--- src/rtl/uart_tx.sv ---
// UART transmitter, 8N1, LSB first, fed by a small FIFO.
// Back-to-back frames are sent without an idle bit between them.
module uart_tx #(
  parameter int unsigned CLKS_PER_BIT = 217,
  parameter int unsigned FIFO_AW      = 2
) (
  input  logic       i_Clock,
  input  logic       i_Reset,
  input  logic       i_TX_DV,
  input  logic [7:0] i_TX_Byte,
  output logic       o_TX_Ready,
  output logic       o_TX_Serial,
  output logic       o_TX_Active,
  output logic       o_TX_Done
);

  localparam int unsigned DEPTH = 1 << FIFO_AW;
  localparam int unsigned CNT_W = (CLKS_PER_BIT > 1) ? $clog2(CLKS_PER_BIT) : 1;
  localparam logic [CNT_W-1:0]   CNT_MAX = CNT_W'(CLKS_PER_BIT - 1);
  localparam logic [FIFO_AW:0]   FULL    = (FIFO_AW+1)'(DEPTH);

  typedef enum logic [1:0] {IDLE, START, DATA, STOP} state_t;

  state_t             state;
  logic [CNT_W-1:0]   clk_cnt;
  logic [2:0]         bit_idx;
  logic [7:0]         shift;

  logic [7:0]         mem [DEPTH];
  logic [FIFO_AW-1:0] wr_ptr;
  logic [FIFO_AW-1:0] rd_ptr;
  logic [FIFO_AW:0]   count;

  logic fifo_empty;
  logic wr_en;
  logic pop;
  logic bit_end;

  // Pop happens from IDLE, or on the last stop clock so the next start bit follows directly.
  always_comb begin
    fifo_empty = (count == '0);
    o_TX_Ready = (count != FULL);
    wr_en      = i_TX_DV && o_TX_Ready;
    bit_end    = (clk_cnt == CNT_MAX);
    pop        = !fifo_empty && ((state == IDLE) || ((state == STOP) && bit_end));
  end

  always_ff @(posedge i_Clock) begin
    if (wr_en) mem[wr_ptr] <= i_TX_Byte;
  end

  always_ff @(posedge i_Clock or posedge i_Reset) begin
    if (i_Reset) begin
      wr_ptr <= '0;
      rd_ptr <= '0;
      count  <= '0;
    end else begin
      if (wr_en) wr_ptr <= wr_ptr + FIFO_AW'(1);
      if (pop)   rd_ptr <= rd_ptr + FIFO_AW'(1);
      case ({wr_en, pop})
        2'b10:   count <= count + (FIFO_AW+1)'(1);
        2'b01:   count <= count - (FIFO_AW+1)'(1);
        default: count <= count;
      endcase
    end
  end

  always_ff @(posedge i_Clock or posedge i_Reset) begin
    if (i_Reset) begin
      state       <= IDLE;
      clk_cnt     <= '0;
      bit_idx     <= '0;
      shift       <= '0;
      o_TX_Serial <= 1'b1;
      o_TX_Active <= 1'b0;
      o_TX_Done   <= 1'b0;
    end else begin
      o_TX_Done <= 1'b0;
      case (state)
        IDLE: begin
          o_TX_Serial <= 1'b1;
          clk_cnt     <= '0;
          bit_idx     <= '0;
          if (pop) begin
            shift       <= mem[rd_ptr];
            state       <= START;
            o_TX_Active <= 1'b1;
            o_TX_Serial <= 1'b0;
          end
        end
        START: begin
          if (bit_end) begin
            clk_cnt     <= '0;
            state       <= DATA;
            o_TX_Serial <= shift[0];
          end else begin
            clk_cnt <= clk_cnt + CNT_W'(1);
          end
        end
        DATA: begin
          if (bit_end) begin
            clk_cnt <= '0;
            if (bit_idx == 3'd7) begin
              bit_idx     <= '0;
              state       <= STOP;
              o_TX_Serial <= 1'b1;
            end else begin
              bit_idx     <= bit_idx + 3'd1;
              o_TX_Serial <= shift[bit_idx + 3'd1];
            end
          end else begin
            clk_cnt <= clk_cnt + CNT_W'(1);
          end
        end
        STOP: begin
          if (bit_end) begin
            clk_cnt   <= '0;
            o_TX_Done <= 1'b1;
            if (pop) begin
              shift       <= mem[rd_ptr];
              state       <= START;
              o_TX_Serial <= 1'b0;
            end else begin
              state       <= IDLE;
              o_TX_Active <= 1'b0;
            end
          end else begin
            clk_cnt <= clk_cnt + CNT_W'(1);
          end
        end
        default: state <= IDLE;
      endcase
    end
  end

endmodule

--- config.mk ---
export PLATFORM = sky130hd
export DESIGN_NAME = uart_tx
export DESIGN_NICKNAME = d
export VERILOG_FILES = /design/src/rtl/uart_tx.sv
export SDC_FILE = /design/constraint.sdc
export NUM_CORES = 1
export LEC_CHECK = 0
export BUFFER_PORTS_ARGS = -buffer_cell sky130_fd_sc_hd__buf_2
export CAP_MARGIN = 20
export CORE_AREA = 2 2 66 83
export CTS_CLUSTER_DIAMETER = 50
export DETAILED_ROUTE_END_ITERATION = 10
export DIE_AREA = 0 0 68 85
export HOLD_SLACK_MARGIN = 0.06
export PLACE_DENSITY = 0.76
export SLEW_MARGIN = 20
export SYNTH_ARGS = -nofsm -noshare
export SYNTH_HDL_FRONTEND = slang
export SYNTH_SLANG_ARGS = --single-unit
--- constraint.sdc ---
create_clock -name i_Clock -period 2.5 [get_ports i_Clock]
set_input_delay 0.25 -clock i_Clock [delete_from_list [all_inputs] [get_ports i_Clock]]
set_output_delay 0.25 -clock i_Clock [all_outputs]
set_load 0.005 [all_outputs]
=== Yosys cells after proc, flatten, opt, wreduce, memory -nomap -nowiden ===
Memories as Yosys holds them, arrays and structs flattened.
Index checks and enable logic that the tools add are counted.

* Bits in read-only memories: 0
* RAM bits: 32
* Logic and storage cells: 82
* Output and inout bits: 4
* Bits in registers: 31
* Memories kept: 1
* Latch bits: 0
* Input port bits: 11

{| class="wikitable"
|+ Memory list
! name !! depth !! bits a word !! rd ports !! clocked after memory_dff !! wr ports !! RTL line !! text
|-
| mem || 4 || 8 || 1 || 0 || 1 || 29 || <nowiki>logic [7:0] mem [DEPTH];</nowiki>
|}

* Shift operators: 0
* Equal/unequal tests: 15
* Mux-type cells: 33
* Bitwise operators: 0
* $lt $le $gt $ge: 1
* Divide/modulo/power cells: 0
* $add $sub $neg: 6
* Reductions and logical operators: 16
* $mul: 0

{| class="wikitable"
|+ Operator list
! operator !! number
|-
| case mux 8 bit (2 select lines) || 2
|-
| 2-to-1 mux 8 bit || 3
|-
| 2-to-1 mux 1 bit || 15
|-
| != test 2 bit (second input constant) || 7
|-
| case mux 3 bit (2 select lines) || 2
|-
| 2-to-1 mux 2 bit || 5
|-
| adder 8 x 1 -> 8 bit (second input constant) || 1
|-
| == test 8 bit (second input constant) || 1
|-
| case mux 2 bit (4 select lines) || 1
|-
| AND reduction 4 bit || 2
|-
| adder 3 x 1 -> 3 bit (second input constant) || 2
|-
| == test 2 bit (second input constant) || 3
|-
| 2-to-1 mux 3 bit || 2
|-
| nonzero test 2 bit || 3
|-
| AND reduction 5 bit || 1
|-
| adder 2 x 1 -> 2 bit (second input constant) || 2
|-
| == test 2 x 1 -> 1 bit (second input constant) || 2
|-
| less-than comparator 3 x 4 -> 1 bit (second input constant) || 1
|-
| case mux 1 bit (4 select lines) || 1
|-
| AND reduction 2 bit || 2
|-
| binary-select mux 1 bit (select 3 bit) || 1
|-
| == test 3 bit (second input constant) || 1
|-
| logical AND 1 bit || 3
|-
| zero test 3 bit || 1
|-
| 7 further kinds || 7
|}

=== Depth between registers and ports, before layout ===
Gate-level depths: netlist of run 1.

* Depth in word-level cells: 7
* Depth in mapped cells: 11
* Gate-level depth less buffers: 11

=== Least setup slack after synthesis of run 1 ===
OpenSTA, ideal clock, no wires.

* Kind: flip-flop to flip-flop
* From: register state[1]
* To: register count[2]
* Stages on the path, launching flop included: 11
* Path slack: 221 ps
* Library setup time: 79 ps
* Path buffers: 0
* Data required time: 2421 ps
* Data arrival time: 2200 ps
* Clock period less this slack: 2279 ps
* Cells stage by stage: dfrtp_1 > ha_1 > inv_1 > nor4_4 > o21a_2 > ha_1 > inv_1 > fa_1 > xor2_1 > nor2_1 > xor2_1

* Cells in the longest elaborated chain, start to end: 6
* Elaborated cells between the ends (all ways): 9
* Those cells by class: eq/ne: 3; mux: 1; reduce/logical: 5

{| class="wikitable"
|+ RTL lines
! element !! RTL line !! text
|-
| from (decl) || 24 || <nowiki>state_t state;</nowiki>
|-
| from (signal assigned) || 70 || <nowiki>state <= IDLE;</nowiki>
|-
| from (signal assigned) || 86 || <nowiki>state <= START;</nowiki>
|-
| from (signal assigned) || 94 || <nowiki>state <= DATA;</nowiki>
|-
| == test 2 bit || 45 || <nowiki>pop = !fifo_empty && ((state == IDLE) || ((state == STOP) && bit_end));</nowiki>
|-
| logical AND 1 bit || 45 ||
|-
| logical OR 1 bit * || 45 ||
|-
| logical AND 1 bit * || 45 ||
|-
| named net pop || 36 || <nowiki>logic pop;</nowiki>
|-
| == test 2 x 1 -> 1 bit / == test 2 bit (equally long branches) || 60 || <nowiki>case ({wr_en, pop})</nowiki>
|-
| case mux 3 bit (2 select lines) / nonzero test 2 bit (equally long branches) || - ||
|-
| to (signal assigned) || 61 || <nowiki>2'b10: count <= count + (FIFO_AW+1)'(1);</nowiki>
|-
| to (signal assigned) || 62 || <nowiki>2'b01: count <= count - (FIFO_AW+1)'(1);</nowiki>
|-
| to (signal assigned) || 63 || <nowiki>default: count <= count;</nowiki>
|-
| to (decl) || 32 || <nowiki>logic [FIFO_AW:0] count;</nowiki>
|}

The timed path passes the listed nets; every way through them passes the cells marked *.
A chain may end at the register's enable or synchronous reset.

=== Final worst setup path of run 1 ===
* From: register clk_cnt[1]
* To: register count[2]

* Cells in the longest elaborated chain, start to end: 6
* Elaborated cells between the ends (all ways): 8
* Those cells by class: eq/ne: 3; mux: 1; reduce/logical: 4

{| class="wikitable"
|+ RTL lines
! element !! RTL line !! text
|-
| from (decl) || 25 || <nowiki>logic [CNT_W-1:0] clk_cnt;</nowiki>
|-
| from (signal assigned) || 97 || <nowiki>clk_cnt <= clk_cnt + CNT_W'(1);</nowiki>
|-
| from (signal assigned) || 112 || <nowiki>clk_cnt <= clk_cnt + CNT_W'(1);</nowiki>
|-
| from (signal assigned) || 128 || <nowiki>clk_cnt <= clk_cnt + CNT_W'(1);</nowiki>
|-
| == test 8 bit * || 44 || <nowiki>bit_end = (clk_cnt == CNT_MAX);</nowiki>
|-
| logical AND 1 bit * || 45 ||
|-
| logical OR 1 bit * || 45 ||
|-
| logical AND 1 bit * || 45 ||
|-
| named net pop || 36 ||
|-
| == test 2 x 1 -> 1 bit / == test 2 bit (equally long branches) || 60 ||
|-
| case mux 3 bit (2 select lines) / nonzero test 2 bit (equally long branches) || - ||
|}

Marks and branches as above.

==> results of run 1 <==
==> synthesized netlist by cell type, types with 2 or more instances <==
cell      count  area (sq um)
edfxtp_1     32           961
dfrtp_1      30           751
nor2_1       17          63.8
inv_1        15          56.3
ha_1         14           175
mux2_2       11           124
nand2_1       9          33.8
mux4_2        8           180
xor2_1        7          61.3
a21oi_1       6          30.0
clkbuf_1      5          18.8
mux2i_1       5          50.1
xnor2_1       5          43.8
and3_1        4          25.0
nand3_1       4          20.0
nand2b_1      3          18.8
o21ai_0       3          15.0
a22o_1        2          17.5
nor3_1        2          10.0
or2_2         2          12.5
==> worst max path at each step <==
stage                         startpoint                   end  slack [ps]  cells after the start
global placement    clk_cnt[0]$_DFF_PP0_  count[2]$_DFFE_PP0P_         250                     11
global route        clk_cnt[1]$_DFF_PP0_  count[2]$_DFFE_PP0P_         -30                     11
detailed placement  state[1]$_DFFE_PP0P_  count[2]$_DFFE_PP0P_         170                     10
CTS                 state[1]$_DFFE_PP0P_  count[2]$_DFFE_PP0P_         140                     10
floorplan           state[1]$_DFFE_PP0P_  count[2]$_DFFE_PP0P_         220                     10
finish              clk_cnt[1]$_DFF_PP0_  count[2]$_DFFE_PP0P_         140                     11
==> logic make-up (layout without fill, tap and decap cells) <==
family	count (synthesis)	after routing	share of synthesized area
DFF	63	63	0.600
buffers and inverters	22	56	0.0289
xor gates and xnor gates	12	12	0.0363
and+or+nand+nor	48	48	0.0941
muxes	24	24	0.122
adders and majority gates	15	15	0.0674
AOI/OAI and AO/OA	20	20	0.0514
==> area by class of cell <==
class,instances,area share
well taps,62,0.0236
repair buffers,25,0.0472
multi-input cells,119,0.328
clock inverters,7,0.0171
inverters,15,0.0171
clock buffers,9,0.0377
flip-flops and latches,63,0.529
==> power by group <==
group          leakage (nW)  internal (W)  switching [W]
registers             0.668       0.00125      0.0000546
clock network        0.0902      0.000369       0.000409
logic                 0.620      0.000127       0.000196
total                  1.38       0.00174       0.000659
==> stage by stage <==
stage          setup TNS [ps]  instance area (sq um)  utilization  total power [W]  hold WS, ps
2_1_floorplan               0                   2900            -          0.00154          349
3_3_place_gp                0                   3060        0.610          0.00162          349
3_5_place_dp                0                   3060        0.610          0.00165          348
4_1_cts                     0                   3250        0.648          0.00243          109
5_1_grt                 -27.8                   3290        0.656          0.00252          120
6_report                    0                   3290        0.656          0.00240          116
==> flip-flops by register name, indices dropped and copies added, names as in the netlist <==
| register | cells |
|---|---|
| count | 3 |
| o_TX_Active | 1 |
| bit_idx | 3 |
| state | 2 |
| mem | 32 |
| o_TX_Serial | 1 |
| o_TX_Done | 1 |
| rd_ptr | 2 |
| wr_ptr | 2 |
| shift | 8 |
| clk_cnt | 8 |
==> repair_timing <==
item / 4_1_cts / 5_1_grt
gates resized for setup: 0 / 1
setup endpoints to repair: 0 / 1
hold buffers: 1 / 0
hold endpoints to repair: 30 / 0
buffers inserted: 0 / 5
==> routing by layer <==
metal	share of wire	vias to the layer above	track usage
met3	0.032	11	0.0504
met1	0.40	813	0.210
li1	-	789	-
met4	0.017	0	0.0945
met5	0	-	0
met2	0.55	33	0.297
==> summary.txt, run 1 <==
Yosys
  – Count of cell types in the netlist: 40
  – Post-synthesis async set-or-reset flop share: 0.492
  – Yosys warnings: 0
  – Count of flip-flops with a built-in enable after synthesis: 32
  – Synth Cell Area: 2900 sq um
  – Number of flip-flops and latches in the synthesized netlist: 63
  – Average instance area after synthesis: around 14 sq um
  – Gate count after technology mapping: 204
  – Net count after synthesis: 230
  – Sequential cell area fraction in the yosys report: 0.600
  – Top flip-flop cell by instance count after synthesis: edfxtp_1

Global routing
  – Remaining global-route overflow: 0
  – First-pass GRT wire length: between 7000 and 8000 microns
  – Number of global-route vias before repair: ~1700
  – GRT Total Usage: 0.181
  – Antenna violations before repair: 0
  – Pin count of the biggest net entering global routing: 32

Floorplanning
  – Number of placement rows: 29
  – Initial standard-cell utilization of the core: 0.579
  – Overall die height: 85 microns
  – Die W: 68 microns
  – Area enclosed by the die boundary: ~5800 sq um
  – Ports placed on the boundary: 15
  – Core area: 5010 sq um

Cells and area
  – Count of antenna diodes in the layout: 0
  – Count of placed standard cells in the final layout, fillers left out: 300
  – Count of filler cells inserted in the layout: 365
  – Layout cells sized above 1: 0.303
  – Area growth from synthesis to layout: 13.4%
  – Area of all sequential standard cells: 1740 sq um
  – Fin nets: 259
  – Commonest non-fill, non-tap cell in the layout: edfxtp_1
  – Multi-input gate area in the final layout: 1080 sq um
  – Most frequent cells in the layout: edfxtp_1, dfrtp_1, nor2_1, inv_1

Clocking
  – Post-CTS clock slew at the launch and capture registers of the worst setup and hold paths: 80 ps
  – Clock Path Buffers: 2
  – CTS tree: yes
  – H-tree level count: 3
  – Clk sinks: 63
  – CTS Buf Count: 9
  – Clock Root Buffer: clkbuf_8
  – Clock insertion delay at the later pin of the skew report: 330 ps

Timing
  – Setup-violating endpoint count in the final report: 0
  – Worst clock skew: 6.90 ps
  – Number of hold violations in the final report: 0
  – Transition time at the pin with the least slew margin: roughly 560 ps
  – Final critical-path share of the clock period: 0.945
  – Slew HR: 0.624
  – Min cycle time layout: 2360 ps
  – Number of pins exceeding their max-slew limit in the final report: 0
  – Max Fclk: 423 MHz
  – Worst setup slack after layout: 138 ps

Setup path
  – CP startpoint kind: flop
  – Critical path required time: about 2800 ps
  – Gate family responsible for the most delay along the worst path: adder cells
  – FF-to-FF End: count[2]$_DFFE_PP0P_
  – CP max stage delay: 410 ps
  – Critical setup path kind: reg -> reg
  – Slowest stage cell on the critical path: dfrtp_1
  – Depth of the worst register-to-register path: 11
  – Critical Path End Type: flop
  – Buffering stage count on the worst path with inverters included: 2
  – Worst R2R Start: clk_cnt[1]$_DFF_PP0_
  – Top fanout value on the critical path: 4
  – Data arrival time of the critical path: 2620 ps
  – Cell chain of the critical path: inv_1 -> ha_1 -> nand2_2 -> nor4_4 -> o21a_2 -> ha_1 -> inv_1 -> fa_1 -> xor2_1 -> nor2_1 -> xor2_1
  – Reg-to-reg setup timing slack: 140 ps

Flow run
  – Number of maximum-capacitance constraint violations: 0

Worst hold path
  – WHS Endpoint: mem[3][2]$_DFFE_PP_
  – Worst hold path depth: 1
  – Path class of the lowest-slack min-delay path: in -> reg
  – Startpoint of the worst hold path: i_TX_Byte[2]

Route
  – Count of vias placed by the detailed router: 1646
  – Count of TritonRoute iterations in the first routing pass: 4
  – DRT iter0 DRCs: slightly above 60
  – Avg Vias per Cell: about 5.5
  – Total Wirelength: around 4600 microns
  – ANT nets after route: 0
  – Count of unresolved DRC violations after routing: 0
  – WL per Instance: about 15 microns

Run status
  – Status: finished clean

Pwr
  – Standby leakage power: 1.38 nW
  – Areal power density over the cells: 731 nW/um^2
  – Peak supply drop: 0.463 mV

Placement
  – Final HPWL DP: 3300 microns
  – # placed instances: 278
  – I/O Buffers: 14
  – Routability cong.: 0.773
  – Post-placement worst setup slack: ~170 ps
Note: power is estimated with default switching activity, not from simulation.
==> run 2, diff against run 1 <==
--- a/config.mk
+++ b/config.mk
@@ -5,12 +5,12 @@
 export SDC_FILE = /design/constraint.sdc
 export NUM_CORES = 1
 export LEC_CHECK = 0
-export BUFFER_PORTS_ARGS = -buffer_cell sky130_fd_sc_hd__buf_2
+export BUFFER_PORTS_ARGS = -buffer_cell sky130_fd_sc_hd__buf_4
 export CAP_MARGIN = 20
-export CORE_AREA = 2 2 66 83
+export CORE_AREA = 2 2 102 55
 export CTS_CLUSTER_DIAMETER = 50
 export DETAILED_ROUTE_END_ITERATION = 10
-export DIE_AREA = 0 0 68 85
+export DIE_AREA = 0 0 104 57
 export HOLD_SLACK_MARGIN = 0.06
 export PLACE_DENSITY = 0.76
 export SLEW_MARGIN = 20
==> summary.txt, run 2 (synthesized netlist as in run 1, its figures left out) <==
Run status
  – Status: finished clean

Clocking
  – CTS tree: yes
  – Post-CTS clock slew at the launch and capture registers of the worst setup and hold paths: 80 ps
  – CTS Buf Count: 9
  – Clock Path Buffers: 2
  – Clock Root Buffer: clkbuf_8
  – Clk sinks: 63
  – PostCTS Resize Cnt: 0
  – H-tree level count: 3
  – Clock insertion delay at the later pin of the skew report: 340 ps

Floorplanning
  – Die W: 104 microns
  – Ports placed on the boundary: 15
  – Area enclosed by the die boundary: 5930 sq um
  – Initial standard-cell utilization of the core: 0.564
  – Number of placement rows: 19
  – Overall die height: 57 microns
  – Core area: 5130 sq um

Cells and area
  – Fin nets: 255
  – Most frequent cells in the layout: edfxtp_1, dfrtp_1, buf_4, nor2_1, inv_1
  – Count of placed standard cells in the final layout, fillers left out: 307
  – Largest registers: mem: 32 flops, clk_cnt: 8 flops, shift: 8 flops
  – Count of antenna diodes in the layout: 0
  – Commonest non-fill, non-tap cell in the layout: edfxtp_1
  – Flip-flop count of the largest register after layout: 32
  – Count of filler cells inserted in the layout: 385
  – Area growth from synthesis to layout: 15.3%
  – Register name with the most flops: mem
  – Layout cells sized above 1: 0.282

Timing
  – Total Negative Setup Slacks: 0 ps
  – Setup-violating endpoint count in the final report: 0
  – Final critical-path share of the clock period: 0.913
  – Unrepaired setup endpoints after global routing: false
  – Max Fclk: 438 MHz
  – Number of pins exceeding their max-slew limit in the final report: 0
  – Transition time at the pin with the least slew margin: 589 ps
  – Number of hold violations in the final report: 0
  – Worst clock skew: 8.99 ps
  – Min cycle time layout: between 2000 and 2500 ps
  – Slew HR: 0.607

Route
  – DRT iter0 DRCs: roughly 170
  – Total Wirelength: approximately 4900 microns
  – ANT nets after route: 0
  – Avg Vias per Cell: roughly 5.3
  – Count of TritonRoute iterations in the first routing pass: 4
  – WL per Instance: around 16 microns
  – Count of vias placed by the detailed router: 1623
  – Count of unresolved DRC violations after routing: 0

Setup path
  – Critical setup path kind: reg -> reg
  – Critical Path End Type: flop
  – Data arrival time of the critical path: 2550 ps
  – Cell chain of the critical path: inv_1 -> ha_1 -> nand2_1 -> nor4_4 -> o21a_2 -> ha_1 -> inv_1 -> fa_1 -> xor2_1 -> nor2_1 -> xor2_1
  – CP max stage delay: 420 ps
  – CP startpoint kind: flop
  – Buffering stage count on the worst path with inverters included: 2
  – Top fanout value on the critical path: 5
  – Gate family responsible for the most delay along the worst path: adder cells
  – Slowest stage cell on the critical path: dfrtp_1
  – Critical path required time: 2770 ps

Placement
  – I/O Buffers: 14
  – Routability cong.: 0.783
  – Final HPWL DP: 3590 microns
  – # placed instances: ~290

Pwr
  – Areal power density over the cells: around 780 nW/um^2
  – Peak supply drop: approximately 0.46 mV
  – Standby leakage power: 1.39 nW

Worst hold path
  – Path class of the lowest-slack min-delay path: in -> reg

Global routing
  – Antenna violations before repair: 0
  – Pin count of the biggest net entering global routing: 32
  – First-pass GRT wire length: 8220 microns
  – GRT Total Usage: 0.190
  – Remaining global-route overflow: 0
  – Number of global-route vias before repair: 1640

Flow run
  – Number of maximum-capacitance constraint violations: 0
[run 2: final timing paths]
check | start | to | slack [ps] | cells past startpoint
min in group asynchronous | i_Reset | shift[7]$_DFFE_PP0P_ | 550 | 4
hold / removal | i_TX_Byte[5] | mem[0][5]$_DFFE_PP_ | 110 | 1
hold reg to reg | count[2]$_DFFE_PP0P_ | count[2]$_DFFE_PP0P_ | 490 | 1
max in group asynchronous | i_Reset | o_TX_Serial$_DFFE_PP1P_ | 1620 | 4
setup reg to reg | clk_cnt[0]$_DFF_PP0_ | count[2]$_DFFE_PP0P_ | 220 | 11
setup / recovery | clk_cnt[0]$_DFF_PP0_ | count[2]$_DFFE_PP0P_ | 220 | 11
[run 2: worst register-to-register path: stages (launching register included)]
cell     delay, ps
dfrtp_1        420
inv_1           70
ha_1           130
nand2_1        130
nor4_4         230
o21a_2         210
ha_1           190
inv_1           60
fa_1           370
xor2_1         150
nor2_1         110
xor2_1         150
[run 2: final cells by class]
class,count,area [sq um],share of cell area
Multi-Input combinational cell,119,1080,0.322
Timing Repair Buffer,21,160,0.0479
Inverter,15,56.3,0.0169
Tap cell,73,91.3,0.0273
Sequential cell,63,1740,0.520
Clock buffer,9,124,0.0371
Clock inverter,7,95.1,0.0285
[run 2: per-stage QoR]
stage,power [W],area [sq um],util,setup WS [ps],hold slack [ps]
floorplan,0.00154,2900,-,221,349
global placement,0.00164,3090,0.602,250,371
detailed placement,0.00166,3090,0.602,188,365
CTS,0.00263,3320,0.646,180,97.4
global route,0.00274,3340,0.651,40.2,96.5
finish,0.00261,3340,0.651,217,113
[run 2: timing repair]
action                     in CTS  in global routing
hold buffers                    1                  0
setup endpoints to repair       0                  1
hold endpoints to repair       30                  0
setup buffers                   0                  3
[run 2: routing by layer]
metal  vias up  global-route usage  wire, microns
met5         -                   0              0
met4         0              0.0637             54
met3         7              0.0686            181
met2        28               0.263           1990
met1       808               0.283           2690
li1        780                   -              -
[run 2: where the power goes]
part,switching (W),internal (W)
combinational,0.000195,0.000134
sequential,0.0000536,0.00125
clock,0.000411,0.000564
total,0.000659,0.00195
==> run 3, diff against run 2 <==
--- a/config.mk
+++ b/config.mk
@@ -7,12 +7,12 @@
 export LEC_CHECK = 0
 export BUFFER_PORTS_ARGS = -buffer_cell sky130_fd_sc_hd__buf_4
 export CAP_MARGIN = 20
-export CORE_AREA = 2 2 102 55
+export CORE_AREA = 2 2 77 71
 export CTS_CLUSTER_DIAMETER = 50
 export DETAILED_ROUTE_END_ITERATION = 10
-export DIE_AREA = 0 0 104 57
+export DIE_AREA = 0 0 79 73
 export HOLD_SLACK_MARGIN = 0.06
-export PLACE_DENSITY = 0.76
+export PLACE_DENSITY = 0.77
 export SLEW_MARGIN = 20
 export SYNTH_ARGS = -nofsm -noshare
 export SYNTH_HDL_FRONTEND = slang
==> constraint.sdc (replaced) <==
create_clock -name i_Clock -period 2.2 [get_ports i_Clock]
set_input_delay 0.22 -clock i_Clock [delete_from_list [all_inputs] [get_ports i_Clock]]
set_output_delay 0.22 -clock i_Clock [all_outputs]
set_load 0.005 [all_outputs]
==> summary.txt, run 3 (synthesized netlist as in run 1, its figures left out) <==
Timing
  – Transition time at the pin with the least slew margin: 597 ps
  – Number of pins exceeding their max-slew limit in the final report: 0
  – Unrepaired setup endpoints after global routing: true
  – Total Negative Setup Slacks: 0 ps
  – Number of hold violations in the final report: 0
  – Setup-violating endpoint count in the final report: 0
  – Worst clock skew: 6.06 ps
  – Final critical-path share of the clock period: 0.976
  – Slew HR: 0.602
  – Max Fclk: 466 MHz
  – Min cycle time layout: 2150 ps

Placement
  – Routability cong.: 0.776
  – I/O Buffers: 14
  – Final HPWL DP: 3230 microns
  – # placed instances: 289

Clocking
  – Post-CTS clock slew at the launch and capture registers of the worst setup and hold paths: 70 ps
  – CTS Buf Count: 9
  – Clk sinks: 63
  – H-tree level count: 3
  – Clock Path Buffers: 2
  – CTS tree: yes
  – Clock insertion delay at the later pin of the skew report: around 340 ps
  – Clock Root Buffer: clkbuf_8

Cells and area
  – Area growth from synthesis to layout: 19.6%
  – Final core occ: 0.684
  – Count of antenna diodes in the layout: 0
  – Register name with the most flops: mem
  – Flip-flop count of the largest register after layout: 32
  – Layout cells sized above 1: 0.322
  – Count of placed standard cells in the final layout, fillers left out: 312
  – Largest registers: mem: 32 flops, clk_cnt: 8 flops, shift: 8 flops
  – Fin nets: 266
  – Commonest non-fill, non-tap cell in the layout: edfxtp_1
  – Most frequent cells in the layout: edfxtp_1, dfrtp_1, buf_4, nor2_1, inv_1

Global routing
  – Antenna violations before repair: 0
  – Number of global-route vias before repair: 1706
  – Remaining global-route overflow: 0
  – First-pass GRT wire length: 8130 microns
  – Global-route met3 utilization: 0.0842
  – Top Usage Layer GRT: met2
  – Grt met1 use: 0.255
  – Met2 Use GR: 0.297
  – GRT Total Usage: 0.195
  – Pin count of the biggest net entering global routing: 32

Flow run
  – Number of maximum-capacitance constraint violations: 0

Route
  – Count of TritonRoute iterations in the first routing pass: 4
  – Total Wirelength: 4760 microns
  – DRT iter0 DRCs: 70
  – WL per Instance: 15.3 microns
  – Avg Vias per Cell: around 5.3
  – Count of unresolved DRC violations after routing: 0
  – Count of vias placed by the detailed router: 1660
  – ANT nets after route: 0

Setup path
  – Reg-to-reg setup timing slack: 50 ps
  – Critical setup path kind: reg -> reg
  – CP startpoint kind: flop
  – Worst R2R Start: state[1]$_DFFE_PP0P_
  – Critical Path End Type: flop
  – FF-to-FF End: count[2]$_DFFE_PP0P_
  – Critical path required time: ~2500 ps
  – Depth of the worst register-to-register path: 10
  – Data arrival time of the critical path: 2410 ps
  – Top fanout value on the critical path: 6

Worst hold path
  – WHS Endpoint: mem[3][5]$_DFFE_PP_
  – Path class of the lowest-slack min-delay path: in -> reg
  – Startpoint of the worst hold path: i_TX_Byte[5]
  – Worst hold path depth: 1

Floorplanning
  – Die W: 79 microns
  – Area enclosed by the die boundary: roughly 5800 sq um
  – Ports placed on the boundary: 15
  – Core area: 5070 sq um
  – Overall die height: 73 microns
  – Initial standard-cell utilization of the core: 0.572
  – Number of placement rows: 25

Pwr
  – Total power: 0.00301 W
  – Peak supply drop: around 0.62 mV
  – Areal power density over the cells: 869 nW/um^2
  – Standby leakage power: 1.44 nW

Run status
  – Status: finished clean
[run 3: cell count changes in the layout (fill, tap and decap cells not counted), moves of 2 or more]
| cell | before | now |
|---|---|---|
| buf_4 | 20 | 27 |
| dlygate4sd3_1 | 1 | 5 |
| clkinv_4 | 1 | 3 |
| ha_1 | 14 | 12 |
| ha_4 | 0 | 2 |
[run 3: worst max-delay path by stage]
| stage | startpoint | end |
|---|---|---|
| 6_report | state[1]$_DFFE_PP0P_ | count[2]$_DFFE_PP0P_ |
| 5_1_grt | state[0]$_DFFE_PP0P_ | count[2]$_DFFE_PP0P_ |
| 3_3_place_gp | clk_cnt[0]$_DFF_PP0_ | count[2]$_DFFE_PP0P_ |
| 3_5_place_dp | clk_cnt[0]$_DFF_PP0_ | count[2]$_DFFE_PP0P_ |
| 4_1_cts | state[0]$_DFFE_PP0P_ | count[2]$_DFFE_PP0P_ |
| 2_1_floorplan | clk_cnt[0]$_DFF_PP0_ | count[2]$_DFFE_PP0P_ |
[run 3: cell type report]
type / instances / area (sq um)
sequential: 63 / 1740
fill: 364 / 1600
multi-input combinational: 119 / 1110
timing repair buffer: 32 / 253
clock buffer: 9 / 124
clock inverter: 7 / 104
tap: 67 / 83.8
inverter: 15 / 56.3
[run 3: power by group]
part / switching (W) / internal, W
sequential: 0.0000615 / 0.00142
clock: 0.000467 / 0.000651
combinational: 0.000233 / 0.000180
[run 3: worst max-delay path, stage by stage (launching register included)]
cell	delay, ps
dfrtp_2	400
ha_4	180
inv_1	70
nor4_4	280
o21a_2	190
ha_4	140
inv_1	50
fa_2	330
xor2_1	150
nor2_1	130
xor2_1	150
[run 3: what timing repair did]
action	in CTS	in global routing
pin swaps	2	0
resized for setup	1	0
hold buffers	4	1
endpoints found under the hold margin	39	2
endpoints found under the setup margin	1	1
setup buffers	1	1
[run 3: stage by stage]
step                setup slack, ps  area, sq um  hold slack [ps]
floorplan                     -12.4         2930              319
global placement               91.3         3170              328
detailed placement             7.71         3170              331
CTS                            1.25         3450             60.3
global route                  -79.8         3470             61.6
finish                         52.2         3470             82.7
[run 3: per-layer routing]
layer | share of wire | routed length (microns)
met1 | 0.47 | 2230
met2 | 0.49 | 2340
met3 | 0.033 | 159
met4 | 0.0055 | 26
met5 | 0 | 0
